### src/rtl/ux607_tl_d_coalescer.sv
`default_nettype none
// ============================================================================
//  Module   : ux607_tl_d_coalescer
//  Brief    : TileLink D-channel response coalescer. It absorbs replayed
//             responses, merges their error status, and forwards the final
//             beat through a one-entry registered output slot.
//  Config   : UX607_TL_D_COALESCER_ERR_ACC_EN enables error accumulation
//             across absorbed beats.
//  Revision : 1.0  initial release
// ============================================================================
module ux607_tl_d_coalescer #(
  parameter int DW = 32,
  parameter int SW = 2,
  parameter int CW = 4
) (
  input  logic          clock,
  input  logic          reset,
  input  logic          io_drop,
  output logic          io_busy,
  output logic [CW-1:0] io_absorbed,
  output logic          io_enq_ready,
  input  logic          io_enq_valid,
  input  logic [2:0]    io_enq_bits_opcode,
  input  logic [1:0]    io_enq_bits_param,
  input  logic [2:0]    io_enq_bits_size,
  input  logic [SW-1:0] io_enq_bits_source,
  input  logic          io_enq_bits_sink,
  input  logic [DW-1:0] io_enq_bits_data,
  input  logic          io_enq_bits_error,
  input  logic          io_deq_ready,
  output logic          io_deq_valid,
  output logic [2:0]    io_deq_bits_opcode,
  output logic [1:0]    io_deq_bits_param,
  output logic [2:0]    io_deq_bits_size,
  output logic [SW-1:0] io_deq_bits_source,
  output logic          io_deq_bits_sink,
  output logic [DW-1:0] io_deq_bits_data,
  output logic          io_deq_bits_error
);

  localparam logic [CW-1:0] CNT_MAX = {CW{1'b1}};

  logic          out_valid_q, out_valid_d;
  logic [2:0]    opcode_q, opcode_d;
  logic [1:0]    param_q, param_d;
  logic [2:0]    size_q, size_d;
  logic [SW-1:0] source_q, source_d;
  logic          sink_q, sink_d;
  logic [DW-1:0] data_q, data_d;
  logic          error_q, error_d;
  logic [CW-1:0] cnt_q, cnt_d;

  logic accept;
  logic fwd;
  logic absorb;
  logic drain;
  logic fwd_err;

  // Absorbed beats never need the out slot, so they are never back-pressured.
  assign io_enq_ready = io_drop | ~out_valid_q | io_deq_ready;
  assign accept       = io_enq_valid & io_enq_ready;
  assign fwd          = accept & ~io_drop;
  assign absorb       = accept & io_drop;
  assign drain        = out_valid_q & io_deq_ready;

`ifdef UX607_TL_D_COALESCER_ERR_ACC_EN
  logic err_acc_q, err_acc_d;

  assign fwd_err = io_enq_bits_error | err_acc_q;

  always_comb begin
    err_acc_d = err_acc_q;
    if (fwd) begin
      err_acc_d = 1'b0;
    end else if (absorb) begin
      err_acc_d = err_acc_q | io_enq_bits_error;
    end
  end

  always_ff @(posedge clock) begin
    if (reset) begin
      err_acc_q <= 1'b0;
    end else begin
      err_acc_q <= err_acc_d;
    end
  end
`else
  assign fwd_err = io_enq_bits_error;
`endif

  always_comb begin
    out_valid_d = out_valid_q;
    opcode_d    = opcode_q;
    param_d     = param_q;
    size_d      = size_q;
    source_d    = source_q;
    sink_d      = sink_q;
    data_d      = data_q;
    error_d     = error_q;
    cnt_d       = cnt_q;
    // A forward wins over a simultaneous drain: the slot reloads and stays valid.
    if (fwd) begin
      out_valid_d = 1'b1;
      opcode_d    = io_enq_bits_opcode;
      param_d     = io_enq_bits_param;
      size_d      = io_enq_bits_size;
      source_d    = io_enq_bits_source;
      sink_d      = io_enq_bits_sink;
      data_d      = io_enq_bits_data;
      error_d     = fwd_err;
      cnt_d       = '0;
    end else begin
      if (drain) begin
        out_valid_d = 1'b0;
      end
      if (absorb && (cnt_q != CNT_MAX)) begin
        cnt_d = cnt_q + CW'(1);
      end
    end
  end

  always_ff @(posedge clock) begin
    if (reset) begin
      out_valid_q <= 1'b0;
      opcode_q    <= '0;
      param_q     <= '0;
      size_q      <= '0;
      source_q    <= '0;
      sink_q      <= 1'b0;
      data_q      <= '0;
      error_q     <= 1'b0;
      cnt_q       <= '0;
    end else begin
      out_valid_q <= out_valid_d;
      opcode_q    <= opcode_d;
      param_q     <= param_d;
      size_q      <= size_d;
      source_q    <= source_d;
      sink_q      <= sink_d;
      data_q      <= data_d;
      error_q     <= error_d;
      cnt_q       <= cnt_d;
    end
  end

  assign io_busy            = (cnt_q != '0);
  assign io_absorbed        = cnt_q;
  assign io_deq_valid       = out_valid_q;
  assign io_deq_bits_opcode = opcode_q;
  assign io_deq_bits_param  = param_q;
  assign io_deq_bits_size   = size_q;
  assign io_deq_bits_source = source_q;
  assign io_deq_bits_sink   = sink_q;
  assign io_deq_bits_data   = data_q;
  assign io_deq_bits_error  = error_q;

endmodule
`default_nettype wire

### config.mk
export PLATFORM = sky130hd
export DESIGN_NAME = ux607_tl_d_coalescer
export DESIGN_NICKNAME = d
export VERILOG_FILES = /design/src/rtl/ux607_tl_d_coalescer.sv
export SDC_FILE = /design/constraint.sdc
export NUM_CORES = 1
export LEC_CHECK = 0
export ABC_AREA = 1
export BUFFER_PORTS_ARGS = -buffer_cell sky130_fd_sc_hd__clkbuf_2
export CAP_MARGIN = 15
export CORE_MARGIN = 10
export CORE_UTILIZATION = 40
export CTS_CLUSTER_DIAMETER = 40
export DETAILED_ROUTE_END_ITERATION = 12
export PLACE_DENSITY_LB_ADDON = 0.1
export SYNTH_ARGS = -nofsm -noshare
export SYNTH_HDL_FRONTEND = slang
export SYNTH_SLANG_ARGS = --single-unit
### constraint.sdc
create_clock -name clock -period 1.16 [get_ports clock]
set_clock_uncertainty 0.2 [all_clocks]
set_input_delay 0.174 -clock clock [delete_from_list [all_inputs] [get_ports clock]]
set_output_delay 0.174 -clock clock [all_outputs]
set_load 0.02 [all_outputs]
==> results.py, run 1 <==
metrics = {
    "run_status": {
        "status": "stopped before the end",
        "stop_stage": "global routing (5_1_grt)",
        "firstError": "[ERROR DPL-0033] detailed placement checks failed during check placement.",
    },
    "synthesis": {
        "avgSynthCellArea_um2": 8.04,
        "synth_flop_cell": "dfxtp_1",
        "yosysMostFrequentCell": "nor2_1",
        "synth_top_area_cell": "dfxtp_1",
        "syn_inst": 236,
        "ys_top_cells_by_area": "dfxtp_1 52%, nor2_1 15%, o21ai_0 12%",
        "seq_area_frac_synth": 0.517,
        "ys_types": 18,
        "ys_warn_count": 0,
        "ys_ff_latch": 49,
        "async_flop_share": 0,
        "synth_top_area_share": 0.517,
        "syn_area_um2": 1900,
        "synth_fp_nets": 287,
        "synth_edf_count": 0,
        "synthTopCellsByCount": "75 x nor2_1, 49 x dfxtp_1, 44 x o21ai_0",
    },
    "clock_tree": {
        "cts_buffer_depth": 2,
        "htreeDepth": 2,
        "cts_root_buffer": "clkbuf_8",
        "cts_sinks": 49,
        "cts_buffers": 5,
    },
    "die": {
        "fp.dieW_um": 88.9,
        "die_y_um": 88.9,
        "io_pins": 100,
        "initial_core_util": 0.407,
        "num_rows": 25,
    },
    "place": {
        "place_ws_ps": -143,
        "place_congestion": 0.814,
        "place_inst": 389,
        "port_buffers": 99,
        "dpl.hpwl_um": 4000,
    },
    "global_route": {
        "grt_antenna_before_repair": 0,
        "grt_max_degree": 36,
    },
    "timing": {
        "timing.grt.repair.worst_endpoint": "io_enq_ready",
        "endpoint_type": "output port",
    },
}
## per-stage QoR
stage               cell area (um^2)  setup TNS, ps   util
detailed placement              2580          -4930  0.553
floorplan                       1960          -2960      -
global placement                2580          -4270  0.553
CTS                             4130         -11470  0.885
## cell families after synthesis
| group | after synthesis | share of synthesized area |
|---|---|---|
| AOI/OAI and AO/OA | 47 | 0.124 |
| adders and majority gates | 2 | 0.0132 |
| buffers and inverters | 22 | 0.0824 |
| DFF | 49 | 0.517 |
| and+or+nand+nor | 116 | 0.264 |
## what timing repair did
action                     4_1_cts
gates cloned                     4
pin swaps                        2
setup buffers                   31
resized for setup              190
setup endpoints to repair      100
hold buffers                    45
hold endpoints to repair        45
==> run 2: changes to the inputs <==
--- a/config.mk
+++ b/config.mk
@@ -10,9 +10,8 @@
 export CAP_MARGIN = 15
 export CORE_MARGIN = 10
 export CORE_UTILIZATION = 40
-export CTS_CLUSTER_DIAMETER = 40
 export DETAILED_ROUTE_END_ITERATION = 12
-export PLACE_DENSITY_LB_ADDON = 0.1
+export PLACE_DENSITY_LB_ADDON = 0.15
 export SYNTH_ARGS = -nofsm -noshare
 export SYNTH_HDL_FRONTEND = slang
 export SYNTH_SLANG_ARGS = --single-unit
==> constraint.sdc (replaced) <==
create_clock -name clock -period 1.5 [get_ports clock]
set_clock_uncertainty 0.2 [all_clocks]
set_input_delay 0.225 -clock clock [delete_from_list [all_inputs] [get_ports clock]]
set_output_delay 0.225 -clock clock [all_outputs]
set_load 0.02 [all_outputs]
==> results.py, run 2 <==
metrics = {
    "clock_tree": {
        "cts_sinks": 49,
        "path_clk_slew_ps": 90,
        "worstSkewPairLatency_ps": 290,
        "cts_buffer_depth": 2,
        "cts_root_buffer": "clkbuf_8",
        "cts_buffers": 5,
        "cts_tree": "built",
        "htreeDepth": 2,
    },
    "power_and_ir_drop": {
        "p_per_area_nw_per_um2": 919,
        "p_leak_nw": 1.45,
        "finalPower_mw": 2.80,
        "vdd_ir_drop_max_mv": 0.544,
    },
    "timing": {
        "slew_viol_final": 0,
        "period_share": 0.987,
        "rsz0062_at_grt": "yes",
        "setup_tns_ps": 0,
        "whs_ps": -0.622,
        "hold_viol_final": 1,
        "period_minus_slack_ps": 1480,
        "slew_headroom": 0.831,
        "fmax_mhz": 676,
        "worst_pin_slew_ps": 253,
        "fin_ws_ps": 20.1,
        "setup_viol_count_final": 0,
    },
    "die": {
        "fp.dieW_um": 88.9,
        "io_pins": 100,
        "die_y_um": 88.9,
        "initial_core_util": 0.407,
        "num_rows": 25,
        "dieArea_um2": 7900,
        "coreArea_um2": 4660,
    },
    "synthesis": {
        "synth_top_area_cell": "dfxtp_1",
        "ys_ff_latch": 49,
        "seq_area_frac_synth": 0.517,
        "async_flop_share": 0,
        "synthTopCellsByCount": "75 x nor2_1, 49 x dfxtp_1, 44 x o21ai_0",
        "syn_area_um2": 1900,
        "ys_warn_count": 0,
        "synth_edf_count": 0,
        "synth_top_area_share": 0.517,
        "avgSynthCellArea_um2": 8.04,
        "yosysMostFrequentCell": "nor2_1",
        "synth_fp_nets": 287,
        "syn_inst": 236,
        "synth_flop_cell": "dfxtp_1",
        "ys_types": 18,
        "ys_top_cells_by_area": "dfxtp_1 52%, nor2_1 15%, o21ai_0 12%",
    },
    "drt": {
        "remaining_drc_errors": 0,
        "antenna_left": 0,
        "drt_wl_total_um": 6030,
        "drtIter0Drc": 48,
        "viasPerCell": 4.49,
        "dr.pass1.iters": 4,
        "wl_per_cell_um": 13.8,
        "vias": 1960,
    },
    "run": {
        "maxCapViolations": 0,
    },
    "global_route": {
        "grt_use_total": 0.145,
        "grt_pass1_vias": 1880,
        "grt_max_degree": 45,
        "grt_antenna_before_repair": 0,
        "grt_pass1_wl_um": 9020,
        "grt_overflow": 0,
    },
    "critical_path": {
        "worst_ep_required_time_ps": 1070,
        "crit_fanout": 2,
        "critPathCaptureType": "primary output",
        "r2r_slack_ps": 100,
        "cp.arrival_ps": 1050,
        "cp-start-kind": "flop",
        "r2r_cells": 7,
        "crit_type": "flop to primary output",
    },
    "place": {
        "place_congestion": 0.863,
        "place_ws_ps": 105,
        "post_dp_cell_area_um2": 2420,
        "place_inst": 382,
        "dpl.hpwl_um": 3800,
        "port_buffers": 99,
    },
    "final_layout": {
        "final_cell_mix": "96 x clkbuf_2, 75 x nor2_1, 46 x dfxtp_1",
        "multiInputGateArea_um2": 788,
        "fin_nets": 433,
        "finalCoreUtilization": 0.653,
        "mostFrequentLayoutCell": "clkbuf_2",
        "seq_area_um2": 987,
        "layout-drive-gt1-share": 0.394,
        "largest_reg_flops": 32,
        "antenna_cells": 0,
        "fillers": 427,
        "finalNonFillerCells": 437,
        "area_growth_pct": 60.3,
        "design_area_um2": 3040,
    },
    "run_status": {
        "status": "finished with violations",
        "failed_checks": "negative hold slack",
    },
    "hold_path": {
        "worstHoldPathType": "input pin to flop",
        "min_path_cells": 3,
    },
}
-- run 2: cell counts after synthesis --
Identical to the previous run, type by type.
-- run 2: what timing repair did --
item	in CTS	in global routing
endpoints found under the hold margin	43	0
pin swaps	2	0
cloned	0	1
endpoints found under the setup margin	2	42
hold buffers	43	0
resized for setup	13	15
setup buffers	2	1
-- run 2: critical path, cell delays in order, from the launching register on --
cell and delay [ps]:
dfxtp_2 340, nand2_2 50, or2_4 240, buf_8 130
-- run 2: path summary, 6_finish.rpt --
check / from / to
worst max-delay path: io_deq_valid / io_enq_ready
worst min-delay path: io_enq_bits_data[20] / io_deq_bits_data[20]
worst max register to register: io_absorbed[1] / io_absorbed[3]
worst min register to register: io_deq_bits_data[5] / io_deq_bits_data[5]
-- run 2: metal layers --
layer / track usage / up-vias / share of wire
met2: 0.250 / 59 / 0.50
met5: 0 / - / 0
met3: 0.0691 / 6 / 0.10
met4: 0.0352 / 0 / 0.0086
met1: 0.156 / 858 / 0.39
li1: - / 1037 / -
-- run 2: cells by family after synthesis --
group	count (synthesis)	share of synthesized area
flops	49	0.517
buf+inv	22	0.0824
simple gates	116	0.264
fa+ha+maj	2	0.0132
compound gates	47	0.124
-- run 2: area by class of cell --
class                   instances  area share
clock buffers                   5      0.0226
clock inverters                 3     0.00576
repair inverters                1     0.00288
well taps                      54      0.0222
multi-input cells             165       0.259
inverters                       9      0.0152
repair buffers                151       0.348
flip-flops and latches         49       0.324
-- run 2: power breakdown --
part	internal (mW)	leakage (nW)	total, mW	switching, mW
clock network	0.322	0.0439	0.754	0.432
logic	0.279	0.999	0.609	0.330
registers	1.38	0.405	1.43	0.0486
total	1.99	1.45	2.80	0.810
Note: power is estimated with default switching activity, not from simulation.
